--- config.mk ---
export PLATFORM = sky130hd
export DESIGN_NAME = output_logic
export DESIGN_NICKNAME = d
export VERILOG_FILES = /design/src/rtl/output_logic_pkg.sv /design/src/rtl/output_logic_seg7_decoder.sv /design/src/rtl/output_logic.sv
export SDC_FILE = /design/constraint.sdc
export NUM_CORES = 1
export LEC_CHECK = 0
export ABC_CLOCK_PERIOD_IN_PS = 5900
export CAP_MARGIN = 10
export CORE_MARGIN = 3
export CORE_UTILIZATION = 58
export CTS_CLUSTER_DIAMETER = 80
export DETAILED_ROUTE_END_ITERATION = 6
export PLACE_DENSITY = 0.82
export RECOVER_POWER = 25
export SYNTH_ARGS = -nofsm -noshare
export SYNTH_HDL_FRONTEND = slang
export SYNTH_HIERARCHICAL = 1
export SYNTH_SLANG_ARGS = --single-unit
--- constraint.sdc ---
create_clock -name CLK -period 5.9 [get_ports CLK]
set_input_delay 1.77 -clock CLK [delete_from_list [all_inputs] [get_ports CLK]]
set_output_delay 1.77 -clock CLK [all_outputs]
set_load 0.05 [all_outputs]
--- src/rtl/output_logic_pkg.sv ---
// Shared types, constants and the hex -> 7-segment code table for the
// multiplexed display driver.
package output_logic_pkg;

  localparam int NUM_DIGITS = 4;
  localparam int DIG_W      = 4;

  localparam logic [7:0] SEG_OFF = 8'hFF;
  localparam logic [3:0] SEL_OFF = 4'hF;

  // One registered display state: anode select plus {dp,g,f,e,d,c,b,a}
  typedef struct packed {
    logic [NUM_DIGITS-1:0] sel;
    logic [7:0]            seg;
  } disp_t;

  // Active-low gfedcba; lowercase glyphs for b and d keep them distinct from 8 and 0
  function automatic logic [6:0] seg_decode(input logic [3:0] hex);
    logic [6:0] s;
    case (hex)
      4'h0:    s = 7'h40;
      4'h1:    s = 7'h79;
      4'h2:    s = 7'h24;
      4'h3:    s = 7'h30;
      4'h4:    s = 7'h19;
      4'h5:    s = 7'h12;
      4'h6:    s = 7'h02;
      4'h7:    s = 7'h78;
      4'h8:    s = 7'h00;
      4'h9:    s = 7'h10;
      4'hA:    s = 7'h08;
      4'hB:    s = 7'h03;
      4'hC:    s = 7'h46;
      4'hD:    s = 7'h21;
      4'hE:    s = 7'h06;
      4'hF:    s = 7'h0E;
      default: s = 7'h7F;
    endcase
    return s;
  endfunction

endpackage

--- src/rtl/output_logic_seg7_decoder.sv ---
// Combinational hex digit to active-low gfedcba segment pattern.
module seg7_decoder
  import output_logic_pkg::*;
(
  input  logic [DIG_W-1:0] hex,
  output logic [6:0]       seg
);

  assign seg = seg_decode(hex);

endmodule

--- src/rtl/output_logic.sv ---
// Four-digit common-anode 7-segment scan driver: prescaled digit rotation,
// per-slot blanking, registered one-hot-low anode select and segment bus.
module output_logic
  import output_logic_pkg::*;
#(
  parameter int         SCAN_DIV     = 100_000,
  parameter int         BLANK_CYCLES = 0,
  parameter logic [3:0] DP_MASK      = 4'b0000
) (
  input  logic       CLK,
  input  logic       RST_N,
  input  logic [3:0] DIGIT_0,
  input  logic [3:0] DIGIT_1,
  input  logic [3:0] DIGIT_2,
  input  logic [3:0] DIGIT_3,
  output logic [7:0] SEGMENT,
  output logic [3:0] SELECT
);

  localparam int             PW      = $clog2(SCAN_DIV);
  localparam logic [PW-1:0]  CNT_MAX = PW'(SCAN_DIV - 1);

  logic [PW-1:0] cnt;
  logic [1:0]    idx;
  logic          blank;
  disp_t         nxt;

  logic [NUM_DIGITS-1:0][DIG_W-1:0] digits;
  logic [NUM_DIGITS-1:0][6:0]       dec;

  assign digits = {DIGIT_3, DIGIT_2, DIGIT_1, DIGIT_0};

  // Decode every digit in parallel; the scan index only picks a result
  for (genvar i = 0; i < NUM_DIGITS; i++) begin : g_dec
    seg7_decoder u_dec (
      .hex (digits[i]),
      .seg (dec[i])
    );
  end

  // Blank window at the head of each slot lets anode charge drain (anti-ghost)
  if (BLANK_CYCLES == 0) begin : g_noblank
    assign blank = 1'b0;
  end else begin : g_blank
    assign blank = (cnt < PW'(BLANK_CYCLES));
  end

  always_comb begin
    nxt.sel = SEL_OFF;
    nxt.seg = SEG_OFF;
    if (!blank) begin
      nxt.sel[idx] = 1'b0;
      nxt.seg      = {~DP_MASK[idx], dec[idx]};
    end
  end

  always_ff @(posedge CLK or negedge RST_N) begin
    if (!RST_N) begin
      cnt     <= '0;
      idx     <= '0;
      SELECT  <= SEL_OFF;
      SEGMENT <= SEG_OFF;
    end else begin
      if (cnt == CNT_MAX) begin
        cnt <= '0;
        idx <= idx + 2'd1;
      end else begin
        cnt <= cnt + 1'b1;
      end
      SELECT  <= nxt.sel;
      SEGMENT <= nxt.seg;
    end
  end

endmodule

======== Yosys cells after proc, flatten, opt, wreduce, memory -nomap -nowiden ========
Memory sizes are Yosys's and may differ from the RTL's.
Index checks and enable logic that the tools add are counted.
word-level totals
  word-level logic and storage cells ...... 23
  ROM bits ................................ 448
  bits in registers ....................... 31
  input bits .............................. 18
  output and inout port bits .............. 12
  memories ................................ 4
memories
  name              words  bits a word  rd ports  clocked after Yosys merged registers in  write ports  line                    text
  (name not given)  16     7            1         0                                        0            output_logic_pkg.sv:20  case (hex)
  (name not given)  16     7            1         0                                        0            output_logic_pkg.sv:20
  (name not given)  16     7            1         0                                        0            output_logic_pkg.sv:20
  (name not given)  16     7            1         0                                        0            output_logic_pkg.sv:20
cells by class
  mux-type cells .......................... 7
  eq/ne operators ......................... 1
  $add $sub $neg .......................... 2
  magnitude comparators ................... 2
  reductions and logical operators ........ 1
  bitwise operators ....................... 2
operators with widths
  operator                                                                             number
  17-bit by 1-bit adder with 17-bit output, second input constant                      1
  17-bit == test, second input constant                                                1
  17-bit two-way mux                                                                   1
  7-bit binary-select mux with 2-bit select                                            1
  7-bit two-way mux                                                                    1
  4-bit NOT                                                                            1
  2-bit by 3-bit less-than comparator with 1-bit output, second input constant         1
  2-bit by 1-bit adder with 2-bit output, second input constant                        1
  1-bit binary-select mux with 2-bit select                                            1
  1-bit demux with 2-bit select                                                        1
  2-bit by 1-bit greater-or-equal comparator with 1-bit output, second input constant  1
  1-bit two-way mux                                                                    2
  1-bit logical AND                                                                    1
  1-bit NOT                                                                            1

======== Longest topological paths before layout ========
  depth after elaboration ................. 5
  mapped depth ............................ 6

======== Cells and area by module ========
Netlist, hierarchy kept.
by module, submodules not included
  module        times used  cells an instance  area an instance (um2)
  output_logic  1           113                1446.4
  seg7_decoder  4           32                 275.3

======== Least setup slack after synthesis ========
OpenSTA, ideal clock, no wires.
  path type ............................... input to register
  start point ............................. input port DIGIT_3[1]
  end point ............................... register SEGMENT[3]
  data required time ...................... 5.806 ns
  data arrival time ....................... 3.051 ns
  cell stages on the path ................. 5
  path slack .............................. 2.755 ns
  library setup time ...................... 0.094 ns
  path through ............................ inv_1 > ha_1 > inv_1 > mux4_1 > mux4_2
RTL lines
  item                  line                text
  start, declared       output_logic.sv:15  input logic [3:0] DIGIT_3,
  end signal, assigned  output_logic.sv:71  SEGMENT <= nxt.seg;
  end, declared         output_logic.sv:16  output logic [7:0] SEGMENT,

==> results by stage <==
Outcome:
- The flow ran to the end, but the final reports show violations.
- The checks that failed: max-capacitance violations, max-slew violations.

Timing:
- The final critical path time including I/O delays and setup is ~3700 ps.
- The final total negative setup slack is 0 ps.
- The normalized max-slew margin is -11.60%.
- The actual slew at the worst max-slew pin is roughly 1700 ps.
- Across all hold checks on the routed design, the worst slack comes to about 500 ps.
- On the final layout, the worst clock skew is roughly 6.0 ps.
- The share of the cycle needed by the critical path after routing is about three fifths.
- The highest clock frequency the design can meet is around 270 MHz.
- The hold violation count in the final report is 0.
- The number of max-slew violations in the final report is 11.
- The number of failing setup endpoints in the final timing report is 0.
- Once routing completed, OpenROAD measured the worst setup slack at ~2200 ps.
- Setup repair after global routing left no endpoint under its margin.

Pwr:
- The leakage power summed over all cells is 1.356 nW.
- The worst IR drop on VDD is approximately 0.11 mV.
- The power density normalized to cell area is approximately 170 mW/mm^2.
- The design draws a little under 0.0005 W.

Logic synthesis:
- Each instance of the synthesized netlist takes up on average approximately 11 um^2.
- The most common cell in the synthesized netlist is sky130_fd_sc_hd__ha_1.
- The fraction of the yosys area taken by sequential cells is a little under a third.
- The Yosys step of the flow raised 6 warnings.
- For this run, asynchronously set or reset flops after synthesis account for 100.0%.
- The commonest cells after synthesis are sky130_fd_sc_hd__ha_1 (33), sky130_fd_sc_hd__nor2_1 (32), sky130_fd_sc_hd__dfrtp_1 (19), sky130_fd_sc_hd__inv_1 (19), sky130_fd_sc_hd__mux2i_1 (17).
- The post-synthesis sequential element count is 30.
- Yosys mapped the design onto 38 distinct sky130hd cell types.
- The number of nets handed over by synthesis was a little under 300.
- The cell taking the most area after synthesis is sky130_fd_sc_hd__dfrtp_1.
- The share of Yosys cell area claimed by the top area cell type is 18.66%.
- The post-synth design cell area is approximately 0.0025 mm^2.
- The number of synthesized flops with an enable pin is 0.
- The most used flip-flop cell after synthesis is sky130_fd_sc_hd__dfrtp_1.
- Ranked by total cell area, the synthesized netlist is headed by sky130_fd_sc_hd__dfrtp_1 (19%), sky130_fd_sc_hd__ha_1 (16%), sky130_fd_sc_hd__dfstp_2 (11%).
- After technology mapping, the gate count stands at 241.

Die:
- The total I/O pin count is 30.
- The die outline area is ~0.0052 mm^2.
- The initial utilization of the core area, before any placement, comes to 61.90%.
- The die extent in y is between 70 and 80 um.
- The horizontal die dimension is around 72 um.
- The placeable core region is 0.004115 mm^2.
- The floorplan has 23 rows.

Route:
- The final routed DRC violation total is 0.
- The routed layout has ~1800 vias.
- The first TritonRoute pass finished after 4 iterations.
- The average wire per cell in the routed design is between 10 and 15 um.
- The via-per-instance ratio is 5.712.
- The final layout contains routed wiring with a total length of ~4700 um.
- The number of design-rule violations left by the first detailed-router iteration is between 60 and 70.
- In this run the remaining antenna-violating nets after routing total 0.

Clock network:
- The number of levels the H-tree was split into is 2.
- The tree is rooted in a sky130_fd_sc_hd__clkbuf_8.
- TritonCTS built the clock tree.
- The maximum number of buffers from clock root to sink is 2.
- The clock transition at the registers of the reported paths is ~60 ps.
- The number of buffers added by the clock tree synthesis step is 5.
- The number of hold buffers added after CTS was 0.
- For this design, the sink count on the clock tree is 30.
- Once the clock tree was built, the resizer swapped 0 gates to a different size.
- Buffers added to address setup during post-CTS repair amount to 0.
- Clock latency on the worst-skew pair, taken at its later pin, is 280 ps.

Global routing:
- The number of global-route vias before repair is 1745.
- Global routing used between 15 and 20% of the available tracks.
- The sum of overflow across all layers after global routing is 0.
- The number of antenna violations at the first check in global routing is 0.
- Entering global routing, the biggest net connects 23 pins.
- The first global-routing pass estimated ~7800 um of wire.

Layout:
- 0 antenna diodes ended up in the layout.
- The number of fill cells is 320.
- The share of layout cells above drive strength 1 is between 10 and 15%.
- The post-layout utilization of the core is a little over two thirds.
- The final-stage net count is between 300 and 400.
- The layout overhead on the synthesized area is 12.97%.

Place:
- At the end of routability-driven placement, the weighted congestion stood at 0.8207.
- During placement, the flow inserted port buffers numbering 28.
- OpenSTA, run right after detailed placement, puts the worst setup slack at slightly below 2000 ps.
- After legalization and detailed placement, the total HPWL measured roughly 3700 um.

Worst setup path:
- The register-to-register setup slack is around 3100 ps.
- The worst setup path is launched from a primary input.
- The critical path starts at DIGIT_1[0].
- The path type of the worst setup path is in -> reg.
- Of all nets on the critical path, the largest fanout is 7.
- The critical path capture point type is a flop.
- The data arrival at the endpoint of the critical path is 3850 ps.
- The worst path required time is slightly above 6000 ps.
- Counting cells, the worst reg-to-reg path comes to 3.
- The worst register-to-register path begins at cnt[12].
- The critical register-to-register path endpoint is idx[1].

Flow run:
- The max-cap check violation count is 1.

Worst hold path:
- For hold timing, the worst endpoint is cnt[0].
- The worst hold-check path type is reg -> reg.
- Along the worst hold path, the cell count comes to 1.
- The startpoint identified for the worst hold timing path is cnt[0].
## cell usage in the layout (no fill, tap or decap), types with 5 or more instances in the layout
cell type | synthesis | final
sky130_fd_sc_hd__ha_1 | 33 | 33
sky130_fd_sc_hd__nor2_1 | 32 | 32
sky130_fd_sc_hd__clkdlybuf4s50_1 | 0 | 28
sky130_fd_sc_hd__inv_1 | 19 | 19
sky130_fd_sc_hd__dfrtp_1 | 19 | 19
sky130_fd_sc_hd__mux2i_1 | 17 | 17
sky130_fd_sc_hd__dfstp_2 | 11 | 11
sky130_fd_sc_hd__nand2_1 | 9 | 9
sky130_fd_sc_hd__o21ai_0 | 8 | 8
sky130_fd_sc_hd__a22o_1 | 8 | 8
sky130_fd_sc_hd__mux4_2 | 7 | 7
sky130_fd_sc_hd__xor2_1 | 7 | 7
sky130_fd_sc_hd__xnor2_1 | 7 | 7
sky130_fd_sc_hd__nand3_1 | 6 | 6
sky130_fd_sc_hd__a21oi_1 | 5 | 5
sky130_fd_sc_hd__clkbuf_8 | 0 | 5
## layer usage
layer  GRT usage, %  part of all wire, %  up-vias  wire length [um]
met3          3.047                  3.6       14               168
met2          32.15                   48       40              2247
met4          11.27                  3.4        0               162
met5              0                    0        -                 0
met1          23.52                   45      851              2119
li1               -                    -      900                 -
## metrics by stage
stage	instance area (um^2)	std cells
detailed placement	2814	308
global placement	2814	308
floorplan	2547	241
global route	2878	316
finish	2878	316
CTS	2897	316
## cells by family after synthesis
logic type	after synthesis	synth area share (%)
DFF	30	30.01
AOI/OAI and AO/OA	27	7.466
other	1	0.1472
adders and majority gates	33	16.21
and+or+nand+nor	72	15.91
buffers and inverters	31	6.090
muxes	33	19.35
xor gates and xnor gates	14	4.813
## how the worst max path moves through the flow
stage,end,slack (ps)
4_1_cts,SEGMENT[3],2270
2_1_floorplan,SEGMENT[3],2760
5_1_grt,SEGMENT[3],2200
3_3_place_gp,SEGMENT[3],2050
6_report,SEGMENT[3],2250
3_5_place_dp,SEGMENT[3],1960
## cell type report
cell class	count	area (um^2)	area share, %
clock buffer	6	72.57	2.522
clock inverter	2	10.01	0.3478
inverter	19	71.32	2.478
multi-input combinational	180	1609	55.91
sequential	30	764.5	26.57
tap	50	62.56	2.174
timing repair buffer	29	287.8	10.00
## critical path, cell delays in order
cell and delay (ps):
sky130_fd_sc_hd__clkdlybuf4s50_1 590, sky130_fd_sc_hd__inv_1 140, sky130_fd_sc_hd__ha_1 300, sky130_fd_sc_hd__inv_1 50
sky130_fd_sc_hd__mux4_1 530, sky130_fd_sc_hd__mux4_2 480
## sequential cells by signal (all words and copies together), names as in the netlist
| register | count |
|---|---|
| cnt | 17 |
| idx | 2 |
| SELECT | 4 |
| SEGMENT | 7 |
## where the power goes
| part | total, W | leakage, nW | switching (W) | internal [W] |
|---|---|---|---|---|
| clock network | 0.000157 | 0.0450 | 0.0000752 | 0.0000814 |
| registers | 0.000215 | 0.366 | 0.00000173 | 0.000213 |
| logic | 0.000113 | 0.945 | 0.0000619 | 0.0000511 |
| total | 0.000485 | 1.36 | 0.000139 | 0.000346 |
No activity file was read; power rests on OpenSTA's default activity.
